File: src/rtl/dds_lut_loader.sv
// Streams a generated 4096-entry signed 8-bit waveform table into a DDS LUT config port.
// Optional checksum accumulator is enabled by defining DDS_LUT_LOADER_CKSUM_EN.
module dds_lut_loader #(
  parameter int unsigned CE_DIV = 1
) (
  input  logic        clk,
  input  logic        reset,
  input  logic        start,
  input  logic        abort,
  input  logic [1:0]  wave_sel,
  input  logic [8:0]  amplitude,
  output logic [7:0]  cfg,
  output logic        cfg_ce,
  output logic        cfg_reset,
  output logic        dds_hold,
  output logic        busy,
  output logic        done,
  output logic [15:0] checksum
);

  localparam logic [7:0]  DivLast  = 8'(CE_DIV - 1);
  localparam logic [12:0] NumBytes = 13'd4096;

  typedef enum logic [2:0] {StIdle, StClr, StFill, StStream, StDone} state_e;

  state_e      state_q, state_d;
  logic [12:0] index_q, index_d;
  logic [7:0]  div_q, div_d;
  logic        fill_q, fill_d;
  logic [1:0]  wave_q, wave_d;
  logic [8:0]  amp_q, amp_d;
  logic [7:0]  cfg_q, cfg_d;
  logic        ce_q, ce_d;
  logic        clr_q, clr_d;
  logic        busy_q, busy_d;
  logic        done_q, done_d;
  logic        emit;
  logic        kill;

  // Sample generation for the current index from the latched waveform and gain.
  logic [10:0]        p;
  logic [21:0]        sq;
  logic [8:0]         m_full;
  logic [7:0]         m;
  logic [11:0]        tri_t;
  logic [7:0]         tri_v;
  logic [7:0]         raw;
  logic signed [16:0] prod;
  logic [7:0]         sample;

  always_comb begin
    p      = index_q[10:0];
    sq     = 22'(p) * (22'd2048 - 22'(p));
    m_full = 9'(sq >> 13);
    m      = (m_full > 9'd127) ? 8'd127 : m_full[7:0];
    tri_t  = index_q[11] ? (12'd4095 - index_q[11:0]) : index_q[11:0];
    tri_v  = 8'(tri_t >> 3);
    raw    = 8'd0;
    unique case (wave_q)
      2'd0: raw = index_q[11] ? (8'd0 - m) : m;
      2'd1: raw = tri_v - 8'd128;
      2'd2: raw = {~index_q[11], index_q[10:4]};
      2'd3: raw = index_q[11] ? 8'h81 : 8'h7f;
      default: raw = 8'd0;
    endcase
    prod   = $signed(raw) * $signed({8'd0, amp_q});
    sample = 8'(prod >>> 8);
  end

  always_comb begin
    state_d = state_q;
    index_d = index_q;
    div_d   = div_q;
    fill_d  = fill_q;
    wave_d  = wave_q;
    amp_d   = amp_q;
    cfg_d   = cfg_q;
    ce_d    = 1'b0;
    clr_d   = 1'b0;
    busy_d  = busy_q;
    done_d  = 1'b0;
    emit    = 1'b0;
    kill    = abort && (state_q != StIdle);

    unique case (state_q)
      StIdle: begin
        if (start) begin
          state_d = StClr;
          clr_d   = 1'b1;
          busy_d  = 1'b1;
          wave_d  = wave_sel;
          amp_d   = (amplitude > 9'd256) ? 9'd256 : amplitude;
          index_d = '0;
        end
      end
      StClr: begin
        state_d = StFill;
        fill_d  = 1'b0;
      end
      StFill: begin
        fill_d = 1'b1;
        if (fill_q) begin
          emit    = 1'b1;
          state_d = StStream;
        end
      end
      StStream: begin
        if (ce_q && index_q == NumBytes) begin
          state_d = StDone;
          done_d  = 1'b1;
          busy_d  = 1'b0;
        end else if (div_q == DivLast && !index_q[12]) begin
          emit = 1'b1;
        end else begin
          div_d = div_q + 8'd1;
        end
      end
      StDone: state_d = StIdle;
      default: state_d = StIdle;
    endcase

    if (emit) begin
      ce_d    = 1'b1;
      cfg_d   = sample;
      index_d = index_q + 13'd1;
      div_d   = '0;
    end

    // Abort behaves like reset for the outputs; the partial table stays in the DDS.
    if (kill) begin
      state_d = StIdle;
      index_d = '0;
      div_d   = '0;
      fill_d  = 1'b0;
      cfg_d   = '0;
      ce_d    = 1'b0;
      clr_d   = 1'b0;
      busy_d  = 1'b0;
      done_d  = 1'b0;
    end
  end

  always_ff @(posedge clk) begin
    if (reset) begin
      state_q <= StIdle;
      index_q <= '0;
      div_q   <= '0;
      fill_q  <= 1'b0;
      wave_q  <= '0;
      amp_q   <= '0;
      cfg_q   <= '0;
      ce_q    <= 1'b0;
      clr_q   <= 1'b0;
      busy_q  <= 1'b0;
      done_q  <= 1'b0;
    end else begin
      state_q <= state_d;
      index_q <= index_d;
      div_q   <= div_d;
      fill_q  <= fill_d;
      wave_q  <= wave_d;
      amp_q   <= amp_d;
      cfg_q   <= cfg_d;
      ce_q    <= ce_d;
      clr_q   <= clr_d;
      busy_q  <= busy_d;
      done_q  <= done_d;
    end
  end

`ifdef DDS_LUT_LOADER_CKSUM_EN
  logic [15:0] cksum_q, cksum_d;

  always_comb begin
    cksum_d = cksum_q;
    if (kill || (state_q == StIdle && start)) begin
      cksum_d = '0;
    end else if (emit) begin
      cksum_d = cksum_q + {8'd0, sample};
    end
  end

  always_ff @(posedge clk) begin
    if (reset) begin
      cksum_q <= '0;
    end else begin
      cksum_q <= cksum_d;
    end
  end

  assign checksum = cksum_q;
`else
  assign checksum = '0;
`endif

  assign cfg       = cfg_q;
  assign cfg_ce    = ce_q;
  assign cfg_reset = clr_q;
  assign dds_hold  = busy_q;
  assign busy      = busy_q;
  assign done      = done_q;

endmodule

File: config.mk
export PLATFORM = sky130hd
export DESIGN_NAME = dds_lut_loader
export DESIGN_NICKNAME = d
export VERILOG_FILES = /design/src/rtl/dds_lut_loader.sv
export SDC_FILE = /design/constraint.sdc
export NUM_CORES = 1
export LEC_CHECK = 0
export BUFFER_PORTS_ARGS = -buffer_cell sky130_fd_sc_hd__clkbuf_2
export CORE_MARGIN = 8
export CORE_UTILIZATION = 35
export CTS_BUF_LIST = sky130_fd_sc_hd__clkbuf_4 sky130_fd_sc_hd__clkbuf_8
export DETAILED_ROUTE_END_ITERATION = 7
export GPL_TIMING_DRIVEN = 0
export PLACE_DENSITY_LB_ADDON = 0.08
export SLEW_MARGIN = 40
export SYNTH_ARGS = -nofsm -noshare
export SYNTH_HDL_FRONTEND = slang
export SYNTH_SLANG_ARGS = --single-unit
File: constraint.sdc
create_clock -name clk -period 15.4 [get_ports clk]
set_input_delay 3.08 -clock clk [delete_from_list [all_inputs] [get_ports clk]]
set_output_delay 3.08 -clock clk [all_outputs]
set_load 0.005 [all_outputs]
==> results of run 1 <==
## power by group through the flow
stage          Sequential, mW  Combinational, mW  Clock, mW
2_1_floorplan           0.133              0.118          0
3_3_place_gp            0.135              0.156          0
3_5_place_dp            0.135              0.155          0
4_1_cts                 0.133              0.157      0.105
5_1_grt                 0.133              0.181      0.109
6_report                0.132              0.154      0.101
## cells by family after synthesis
group / synth area share
adders and majority gates: 0.4289
AOI/OAI and AO/OA: 0.1077
DFF: 0.1031
muxes: 0.004431
other: 0.0008060
buffers and inverters: 0.1041
xor gates and xnor gates: 0.02551
and+or+nand+nor: 0.2255
## registers in the layout, summed over array words and instances (netlist names)
register and cells:
index_q 13, amp_q 9, cfg 8, div_q 8
state_q 3, wave_q 2, busy 1, cfg_ce 1
cfg_reset 1, done 1, fill_q 1
## routing by layer
metal	track usage	part of all wire	vias to the layer above	wire length, um
met1	0.2341	0.52	3513	12740
met5	0	0	-	0
met4	0.02777	0.010	0	257
met3	0.01495	0.024	15	595
met2	0.2624	0.45	88	11010
li1	-	-	3609	-
## path summary, 6_finish.rpt
kind	start	end
worst max-delay path	index_q[1]$_SDFFE_PP0P_	cfg[7]$_SDFFE_PP0P_
worst min-delay path	cfg[4]$_SDFFE_PP0P_	cfg[4]$_SDFFE_PP0P_
worst max register to register	index_q[1]$_SDFFE_PP0P_	cfg[7]$_SDFFE_PP0P_
worst min register to register	cfg[4]$_SDFFE_PP0P_	cfg[4]$_SDFFE_PP0P_
## synthesized netlist by cell type (all sizes together) (2+ instances only)
library cell  count  share of area
fa              129           0.28
nand4             6         0.0040
a31oi             5         0.0034
or4               3         0.0028
nor4              4         0.0043
inv             185          0.075
ha              113           0.15
and3             17          0.011
o31ai             3         0.0039
nand3            13         0.0070
nor2b            51          0.034
o22ai             3         0.0020
a21boi            3         0.0024
o221ai            3         0.0035
nand3b           14          0.011
nor3             21          0.011
o211ai            8         0.0070
nand2b           60          0.040
a221oi            2         0.0038
clkbuf           33          0.013
nand2            75          0.031
a21oi            53          0.028
mux2i             3         0.0032
o211a             3         0.0032
nor2             66          0.027
nor3b             7         0.0067
nand4b            2         0.0019
buf              22          0.016
and2             33          0.022
o311ai            3         0.0036
a211oi            7         0.0073
xor2              9         0.0085
conb              2        0.00081
a21o              2         0.0016
a32oi             2         0.0027
or3               5         0.0034
o21a              6         0.0048
dfxtp            48           0.10
a22oi             3         0.0024
a41o              2         0.0024
xnor2            16          0.017
o2111ai           2         0.0019
o21ai            29          0.016
or2               4         0.0027
## worst reg2reg max path: cells and delay by family, from the launching register on
family	cells	cell delay (ps)
adder cells (fa/ha/maj)	14	6140
AND/OR/NAND/NOR	13	3190
AO/OA/AOI/OAI	11	2740
buffers and inverters	7	830
flip-flops	1	390
XOR/XNOR	1	330
## layout make-up
class,count,share of cell area
buffer,55,0.02693
clock buffer,5,0.006825
clock inverter,3,0.004715
inverter,186,0.06924
multi-input combinational,829,0.7420
sequential,48,0.09530
tap,335,0.04157
timing repair buffer,27,0.01340
==> results by group, run 1 <==
Placed design
  – Number of cells after detailed placement: around 1500
  – Count of input and output buffers: 27
  – Placement Setup Slack: 1620 ps
  – Routability cong.: about 0.8
  – Post-DP Area: around 10000 um^2
  – Detailed Place HPWL: 20.15 mm

CTS
  – Clock Latency Late Sink: around 330 ps
  – Hold-fix buffer count after cts: 0
  – CTS tree: yes
  – Num CTS Buffers: 5
  – Clock Sinks: between 40 and 50
  – Postcts setup bufs: 0
  – Post-cts sizing count: 0
  – Clock root cell: clkbuf_8
  – Worst-path clk slew: ~100 ps
  – CTS Buffer Depth: 2
  – H-Tree Depth: 2

Layout
  – Area growth, synth to finish: 8.218%
  – Ratio of cells with drive above 1 in the final layout: 0.06592
  – Final-layout fill cell count: 2758
  – Finished Core Util: 0.3859
  – Footprint of the multi-input gates: 7482 um^2
  – NumNets Final: ~1400
  – Antenna Diode Count: 0
  – Post-route cell area: 10080 um^2
  – Reg area: 960.9 um^2
  – Commonest non-fill, non-tap cell in the layout: inv_1
  – Most frequent cells in the layout: inv_1, fa_1, ha_1
  – Post-Layout Cell Count: roughly 1500

STA
  – Max Slew Vio Count: 0
  – Setup WS post-layout: about 1700 ps
  – Unrepaired setup endpoints after global routing: false
  – Minimum clock period: 13750 ps
  – Total negative slack: 0 ps
  – Max_slew headroom: 0.4668
  – Worst-Margin Slew: roughly 800 ps
  – Final setup vio count: 0
  – Final period utilization: 0.8928
  – Maximum clock rate: between 70 and 80 MHz
  – Clk_skew: between 15 and 20 ps
  – Hold WS: approximately 460 ps
  – Hold Vio Cnt, Final: 0

Synth
  – Post-synth EDFFs: 0
  – Mapped Area: roughly 9300 um^2
  – Synthesized flop and latch total: between 40 and 50
  – Distinct cells, synth: just under 80
  – Cells after Synth: around 1100
  – Mean post-synth cell area: 8.517 um^2
  – Synth warnings: 0
  – Prevailing post-synth register cell: dfxtp_1
  – Post-synthesis sequential area ratio: 0.1031
  – Async S/R FF share, synth: 0

Pwr
  – Power per cell area: 38.44 nW/um^2
  – Switching pwr: 0.1494 mW
  – Comb pwr share: 0.397
  – Switching Fraction: 0.3854
  – Sequential fraction of design power: 0.342
  – Pint: about 0.24 mW
  – Static leakage: 4.862 nW
  – Clock power frac: 0.261
  – Pwr Total: 0.3876 mW
  – Peak VDD IR: 0.05067 mV

Critical path
  – Crit path DAT: ~14000 ps
  – Max incr delay on CP: between 500 and 600 ps
  – Cell mode on critical path: fa_1
  – R2R cell count: 46
  – Critical-path maximum fanout: 10
  – Slowest cell on the critical path: fa_1
  – CP Launch Type: flop
  – Reg2reg setup slack: ~1700 ps
  – Critical path depth: between 40 and 50
  – CP required: 15600 ps
  – Critical path class: reg2reg
  – Crit-path leading delay family: adder cells
  – WP buf/inv: 7
  – Crit end category: flop

Floorplan
  – Std-Cell Rows: 59
  – Die width: ~180 um
  – Core Box Area: around 26000 um^2
  – Die area: around 32000 um^2
  – Initial core utilization: 0.3566
  – Die Height: ~180 um
  – Top Ports: 44

Drt
  – Starting DRT DRC Count: ~350
  – Drt wl/cell: around 17 um
  – Total Routed Length: between 20 and 25 mm
  – Drt pass-1 iters: 5
  – Vias per inst: 4.856
  – # DRC: 0
  – Post-route ant nets: 0
  – Detailed-route via count: approximately 7200

Global route
  – Total gr overflow: 0
  – Initial antenna violation count: 0
  – GRT Total Usage: 0.1623
  – Vias in the first global route: about 7600
  – Global-route wire length before repair: 41.00 mm
  – Largest net degree at the start of global routing: 17

Hold path
  – WHS Path Cells: 2
  – Hold Crit Class: reg2reg

Status
  – Run status: complete, no violations

Flow run
  – Max-Cap Viols: 0
No activity file was read; power rests on OpenSTA's default activity.
==> run 2, diff against run 1 <==
Settings changed: CORE_ASPECT_RATIO from default to 0.9.
==> run 2 against run 1 <==
Against the previous run:
- register-to-register slack got worse by 270 ps
- final cell count grew 0.81%
- count of clock-buffer cells in the layout did not move
- non-clock buffer count unchanged
- global-route usage shrank 0.28 points
- die area hardly changed
- highest routed layer unchanged
==> results by group, run 2 (synthesis gave the netlist of run 1 again) <==
STA
  – Hold Vio Cnt, Final: 0 (unchanged)
  – Final period utilization: 0.9103 (was 0.8928)
  – Final setup vio count: 0 (unchanged)
  – Total negative slack: 0 ps (unchanged)
  – Worst-Margin Slew: 876.5 ps (was 799.8 ps)
  – Unrepaired setup endpoints after global routing: false (unchanged)
  – Clk_skew: 9.859 ps (was 16.95 ps)
  – Max Slew Vio Count: 0 (unchanged)
  – Setup WS post-layout: 1381 ps (was 1652 ps)
  – Max_slew headroom: 0.4157 (was 0.4668)
  – Maximum clock rate: 71.33 MHz (was 72.74 MHz)
  – Minimum clock period: 14020 ps (was 13750 ps)

Critical path
  – Reg2reg setup slack: 1380 ps (was 1650 ps)
  – R2R cell count: 46 (unchanged)
  – Reg-to-Reg Start: index_q[1]$_SDFFE_PP0P_ (unchanged)
  – Crit-path leading delay family: adder cells (unchanged)
  – Cell mode on critical path: fa_1 (unchanged)
  – WP buf/inv: 7 (unchanged)
  – Crit end category: flop (unchanged)
  – CP Launch Type: flop (unchanged)
  – Crit path DAT: 14200 ps (was 13950 ps)
  – Critical path depth: 46 (unchanged)
  – Critical-path maximum fanout: 10 (unchanged)
  – Worst setup path startpoint: index_q[1]$_SDFFE_PP0P_ (unchanged)
  – CP required: 15580 ps (was 15600 ps)
  – CP Capture Point: cfg[7]$_SDFFE_PP0P_ (unchanged)
  – Max incr delay on CP: 570 ps (was 540 ps)
  – R2r endpoint: cfg[7]$_SDFFE_PP0P_ (unchanged)
  – Slowest cell on the critical path: fa_1 (unchanged)
  – Critical path class: reg2reg (unchanged)

Floorplan
  – Std-Cell Rows: 56 (was 59)
  – Initial core utilization: 0.3565 (was 0.3566)
  – Die width: 188.0 um (was 179.2 um)
  – Top Ports: 44 (unchanged)
  – Die area: 32110 um^2 (was 32100 um^2)
  – Die Height: 170.8 um (was 179.2 um)
  – Core Box Area: 26140 um^2 (was 26130 um^2)

CTS
  – CTS tree: yes (unchanged)
  – Clock Latency Late Sink: 310 ps (was 330 ps)
  – CTS Buffer Depth: 2 (unchanged)
  – Post-cts sizing count: 0 (unchanged)
  – Postcts setup bufs: 0 (unchanged)
  – Hold-fix buffer count after cts: 0 (unchanged)
  – Worst-path clk slew: 100 ps (about the same)
  – Num CTS Buffers: 5 (unchanged)
  – Clock Sinks: 48 (unchanged)
  – H-Tree Depth: 2 (unchanged)
  – Clock root cell: clkbuf_8 (unchanged)

Placed design
  – Count of input and output buffers: 27 (unchanged)
  – Detailed Place HPWL: 20.21 mm (was 20.15 mm)
  – Routability cong.: 0.8591 (was 0.8145)
  – Placement Setup Slack: 1370 ps (was 1620 ps)

Global route
  – Initial antenna violation count: 0 (unchanged)
  – Vias in the first global route: 7678 (was 7577)
  – GRT Total Usage: 0.1595 (was 0.1623)
  – Total gr overflow: 0 (unchanged)
  – Global-route wire length before repair: 41.52 mm (was 41.00 mm)
  – Largest net degree at the start of global routing: 15 (was 17)

Flow run
  – Max-Cap Viols: 0 (unchanged)

Drt
  – Drt wl/cell: 16.54 um (was 16.53 um)
  – Detailed-route via count: 7259 (was 7225)
  – Total Routed Length: 24.81 mm (was 24.60 mm)
  – # DRC: 0 (unchanged)
  – Post-route ant nets: 0 (unchanged)
  – Starting DRT DRC Count: 344 (was 346)
  – Drt pass-1 iters: 5 (unchanged)
  – Vias per inst: 4.839 (was 4.856)

Status
  – Run status: complete, no violations (unchanged)

Layout
  – Most frequent cells in the layout: inv_1, fa_1, ha_1 (unchanged)
  – Largest regs: index_q: 13 flops, amp_q: 9 flops (unchanged)
  – Antenna Diode Count: 0 (unchanged)
  – Area growth, synth to finish: 8.017% (was 8.218%)
  – Top reg by flops: index_q (unchanged)
  – Commonest non-fill, non-tap cell in the layout: inv_1 (unchanged)
  – Max FFs per register: 13 (unchanged)
  – Ratio of cells with drive above 1 in the final layout: 0.06510 (was 0.06592)
  – NumNets Final: 1409 (unchanged)

Pwr
  – Pwr Total: 0.3671 mW (was 0.3876 mW)
  – Static leakage: 4.844 nW (was 4.862 nW)
  – Power per cell area: 36.47 nW/um^2 (was 38.44 nW/um^2)
  – Peak VDD IR: 0.02942 mV (was 0.05067 mV)

Hold path
  – Hold Crit Class: reg2reg (unchanged)
[run 2: area by class of cell]
class | count | area [um^2]
fillers | 2749 | 16070
multi-input cells | 829 | 7482
flip-flops and latches | 48 | 960.9
inverters | 186 | 698.2
well taps | 348 | 435.4
plain buffers | 55 | 271.5
repair buffers | 27 | 135.1
clock buffers | 5 | 68.82
clock inverters | 2 | 12.51
[run 2: stage by stage]
stage	utilization	instances	hold slack, ps	instance area [um^2]
final	0.3851	1500	455.7	10060
after global routing	0.3851	1500	479.1	10060
after CTS	0.3851	1500	458.5	10060
after detailed placement	0.3820	1493	444.8	9983
after global placement	0.3818	1493	442.6	9978
after floorplan	-	1118	448.2	9408
[run 2: power by group]
part	internal, mW	switching, mW	total [mW]
Combinational	0.0629	0.0942	0.157
Sequential	0.127	0.00502	0.133
Clock	0.0309	0.0466	0.0775
Total	0.221	0.146	0.367
[run 2: worst min-delay path by stage]
stage,from,end,slack (ps),cells past startpoint
3_5_place_dp,cfg[4]$_SDFFE_PP0P_,cfg[4]$_SDFFE_PP0P_,440,2
6_report,cfg[6]$_SDFFE_PP0P_,cfg[6]$_SDFFE_PP0P_,460,2
2_1_floorplan,cfg[4]$_SDFFE_PP0P_,cfg[4]$_SDFFE_PP0P_,450,2
5_1_grt,cfg[4]$_SDFFE_PP0P_,cfg[4]$_SDFFE_PP0P_,480,2
4_1_cts,cfg[3]$_SDFFE_PP0P_,cfg[3]$_SDFFE_PP0P_,460,2
3_3_place_gp,cfg[3]$_SDFFE_PP0P_,cfg[3]$_SDFFE_PP0P_,440,2
[run 2: tightest hold or removal path, delay by kind of cell (launching register included)]
family / cells / cell delay, ps
flip-flops: 1 / 320
AND/OR/NAND/NOR: 1 / 50
AO/OA/AOI/OAI: 1 / 50
[run 2: metal layers]
metal | share of wire | vias to the layer above | wire length (um) | global-route usage
met1 | 0.53 | 3553 | 13250 | 0.2426
met2 | 0.44 | 102 | 10820 | 0.2507
met3 | 0.024 | 10 | 598 | 0.01160
met4 | 0.0058 | 0 | 143 | 0.01608
met5 | 0 | - | 0 | 0
li1 | - | 3594 | - | -
==> run 3, diff against run 2 <==
Settings changed: CTS_BUF_LIST sky130_fd_sc_hd__clkbuf_4 sky130_fd_sc_hd__clkbuf_8 to default.
==> run 3 against run 2 <==
Against the previous run:
- non-clock buffer count is the same
- via count grew 0.26%
- sequential share of layout area shrank 0.053 points
- hold slack lost 1.9 ps
- combinational power is essentially flat
- first-iteration DRC count grew 3.8%
- final cell count is the same
- sequential power is essentially flat
- sequential cell count is the same
- die area is the same
- global-route usage is essentially flat
- maximum frequency grew 0.17%
- highest routed layer unchanged
==> results by group, run 3 (synthesis gave the netlist of run 1 again) <==
Status
  – Run status: complete, no violations (unchanged)

STA
  – Unrepaired setup endpoints after global routing: false (unchanged)
  – Final period utilization: 0.9088 (was 0.9103)
  – Final setup vio count: 0 (unchanged)
  – Worst-Margin Slew: 881.8 ps (was 876.5 ps)
  – Hold Vio Cnt, Final: 0 (unchanged)
  – Clk_skew: 4.921 ps (was 9.859 ps)
  – Max_slew headroom: 0.4121 (was 0.4157)
  – Total negative slack: 0 ps (unchanged)
  – Maximum clock rate: 71.45 MHz (was 71.33 MHz)
  – Minimum clock period: 13990 ps (was 14020 ps)
  – Max Slew Vio Count: 0 (unchanged)

CTS
  – Num CTS Buffers: 5 (unchanged)
  – CTS Buffer Depth: 2 (unchanged)
  – Postcts setup bufs: 0 (unchanged)
  – Post-cts sizing count: 0 (unchanged)
  – CTS tree: yes (unchanged)
  – Clock Latency Late Sink: 290 ps (was 310 ps)
  – Clock Sinks: 48 (unchanged)
  – Clock root cell: clkbuf_16 (was clkbuf_8)
  – Hold-fix buffer count after cts: 0 (unchanged)
  – H-Tree Depth: 2 (unchanged)
  – Worst-path clk slew: 70 ps (was 100 ps)

Floorplan
  – Initial core utilization: 0.3565 (unchanged)
  – Die width: 188.0 um (unchanged)
  – Top Ports: 44 (unchanged)
  – Core Box Area: 26140 um^2 (unchanged)
  – Die Height: 170.8 um (unchanged)
  – Std-Cell Rows: 56 (unchanged)
  – Die area: 32110 um^2 (unchanged)

Critical path
  – Critical-path maximum fanout: 10 (unchanged)
  – Cell mode on critical path: fa_1 (unchanged)
  – Reg-to-Reg Start: index_q[1]$_SDFFE_PP0P_ (unchanged)
  – Critical path class: reg2reg (unchanged)
  – Crit path DAT: 14150 ps (was 14200 ps)
  – CP required: 15560 ps (was 15580 ps)
  – Max incr delay on CP: 570 ps (about the same)
  – Slowest cell on the critical path: fa_1 (unchanged)
  – R2r endpoint: cfg[7]$_SDFFE_PP0P_ (unchanged)
  – Crit end category: flop (unchanged)
  – Reg2reg setup slack: 1410 ps (was 1380 ps)
  – CP Launch Type: flop (unchanged)
  – R2R cell count: 46 (unchanged)

Layout
  – Footprint of the multi-input gates: 7482 um^2 (unchanged)
  – Antenna Diode Count: 0 (unchanged)
  – Area growth, synth to finish: 8.621% (was 8.017%)
  – Reg area: 960.9 um^2 (unchanged)
  – Top reg by flops: index_q (unchanged)
  – NumNets Final: 1409 (unchanged)
  – Ratio of cells with drive above 1 in the final layout: 0.06510 (unchanged)
  – Final-layout fill cell count: 2743 (was 2749)
  – Largest regs: index_q: 13 flops, amp_q: 9 flops (unchanged)
  – Commonest non-fill, non-tap cell in the layout: inv_1 (unchanged)
  – Max FFs per register: 13 (unchanged)
  – Most frequent cells in the layout: inv_1, fa_1, ha_1 (unchanged)

Drt
  – Detailed-route via count: 7278 (was 7259)
  – Drt pass-1 iters: 5 (unchanged)
  – # DRC: 0 (unchanged)
  – Total Routed Length: 24.82 mm (was 24.81 mm)
  – Starting DRT DRC Count: 357 (was 344)
  – Vias per inst: 4.852 (was 4.839)
  – Post-route ant nets: 0 (unchanged)
  – Drt wl/cell: 16.55 um (was 16.54 um)

Pwr
  – Switching Fraction: 0.3752 (was 0.3972)
  – Pint: 0.2495 mW (was 0.2213 mW)
  – Power per cell area: 39.46 nW/um^2 (was 36.47 nW/um^2)
  – Sequential fraction of design power: 0.332 (was 0.361)
  – Peak VDD IR: 0.03972 mV (was 0.02942 mV)
  – Comb pwr share: 0.393 (was 0.428)
  – Pwr Total: 0.3994 mW (was 0.3671 mW)
  – Clock power frac: 0.275 (was 0.211)
  – Switching pwr: 0.1498 mW (was 0.1458 mW)
  – Static leakage: 4.870 nW (was 4.844 nW)

Placed design
  – Routability cong.: 0.8591 (unchanged)
  – Count of input and output buffers: 27 (unchanged)
  – Detailed Place HPWL: 20.21 mm (unchanged)

Global route
  – GRT Total Usage: 0.1595 (about the same)
  – Largest net degree at the start of global routing: 15 (unchanged)
  – Total gr overflow: 0 (unchanged)
  – Global-route wire length before repair: 41.54 mm (was 41.52 mm)
  – Initial antenna violation count: 0 (unchanged)
  – Vias in the first global route: 7679 (was 7678)

Hold path
  – WHS Path Cells: 2 (unchanged)
  – HP Start: cfg[3]$_SDFFE_PP0P_ (was cfg[6]$_SDFFE_PP0P_)
  – Hold Crit Class: reg2reg (unchanged)
  – Worst Hold End: cfg[3]$_SDFFE_PP0P_ (was cfg[6]$_SDFFE_PP0P_)

Flow run
  – Max-Cap Viols: 0 (unchanged)
[run 3: cell counts in the layout (fill, tap and decap cells not counted)]
No cell type changed its count.
[run 3: area by class of cell]
type / instances / area share
Clock buffer: 5 / 0.01236
Inverter: 186 / 0.06898
Sequential cell: 48 / 0.09494
Multi-Input combinational cell: 829 / 0.7393
Timing Repair Buffer: 27 / 0.01335
Clock inverter: 2 / 0.001236
Tap cell: 348 / 0.04302
Buffer: 55 / 0.02683
[run 3: worst max-delay path: cells and delay by family (launching register included)]
family | cells | cell delay [ps]
DFF | 1 | 370
buffers and inverters | 7 | 830
adders and majority gates | 14 | 6220
and+or+nand+nor | 13 | 3350
AOI/OAI and AO/OA | 11 | 2780
xor gates and xnor gates | 1 | 310
[run 3: worst max path at each step]
stage,depth (start not counted),slack (ps),endpoint,from
6_report,46,1410,cfg[7]$_SDFFE_PP0P_,index_q[1]$_SDFFE_PP0P_
3_5_place_dp,46,1370,cfg[7]$_SDFFE_PP0P_,index_q[1]$_SDFFE_PP0P_
5_1_grt,46,560,cfg[7]$_SDFFE_PP0P_,index_q[1]$_SDFFE_PP0P_
2_1_floorplan,46,3700,cfg[7]$_SDFFE_PP0P_,index_q[1]$_SDFFE_PP0P_
3_3_place_gp,46,1310,cfg[7]$_SDFFE_PP0P_,index_q[1]$_SDFFE_PP0P_
4_1_cts,46,1330,cfg[7]$_SDFFE_PP0P_,index_q[1]$_SDFFE_PP0P_
[run 3: layer usage]
layer	up-vias	track usage	wire length (um)
met3	15	0.01160	674
met2	113	0.2512	10810
met5	-	0	0
li1	3593	-	-
met4	0	0.01608	181
met1	3557	0.2424	13160
[run 3: power groups by stage]
stage	Combinational, mW	Sequential, mW	Clock [mW]
2_1_floorplan	0.118	0.133	0
6_report	0.157	0.133	0.110
3_5_place_dp	0.160	0.135	0
5_1_grt	0.184	0.133	0.117
3_3_place_gp	0.159	0.135	0
4_1_cts	0.161	0.133	0.113
[run 3: per-stage QoR]
stage / util / instances / setup slack, ps / cell area (um^2) / hold WS, ps
floorplan: - / 1118 / 3697 / 9408 / 448.2
global placement: 0.3818 / 1493 / 1308 / 9978 / 442.6
detailed placement: 0.3820 / 1493 / 1370 / 9983 / 444.8
CTS: 0.3873 / 1500 / 1329 / 10120 / 454.9
global route: 0.3873 / 1500 / 562.2 / 10120 / 475.1
finish: 0.3873 / 1500 / 1405 / 10120 / 453.8
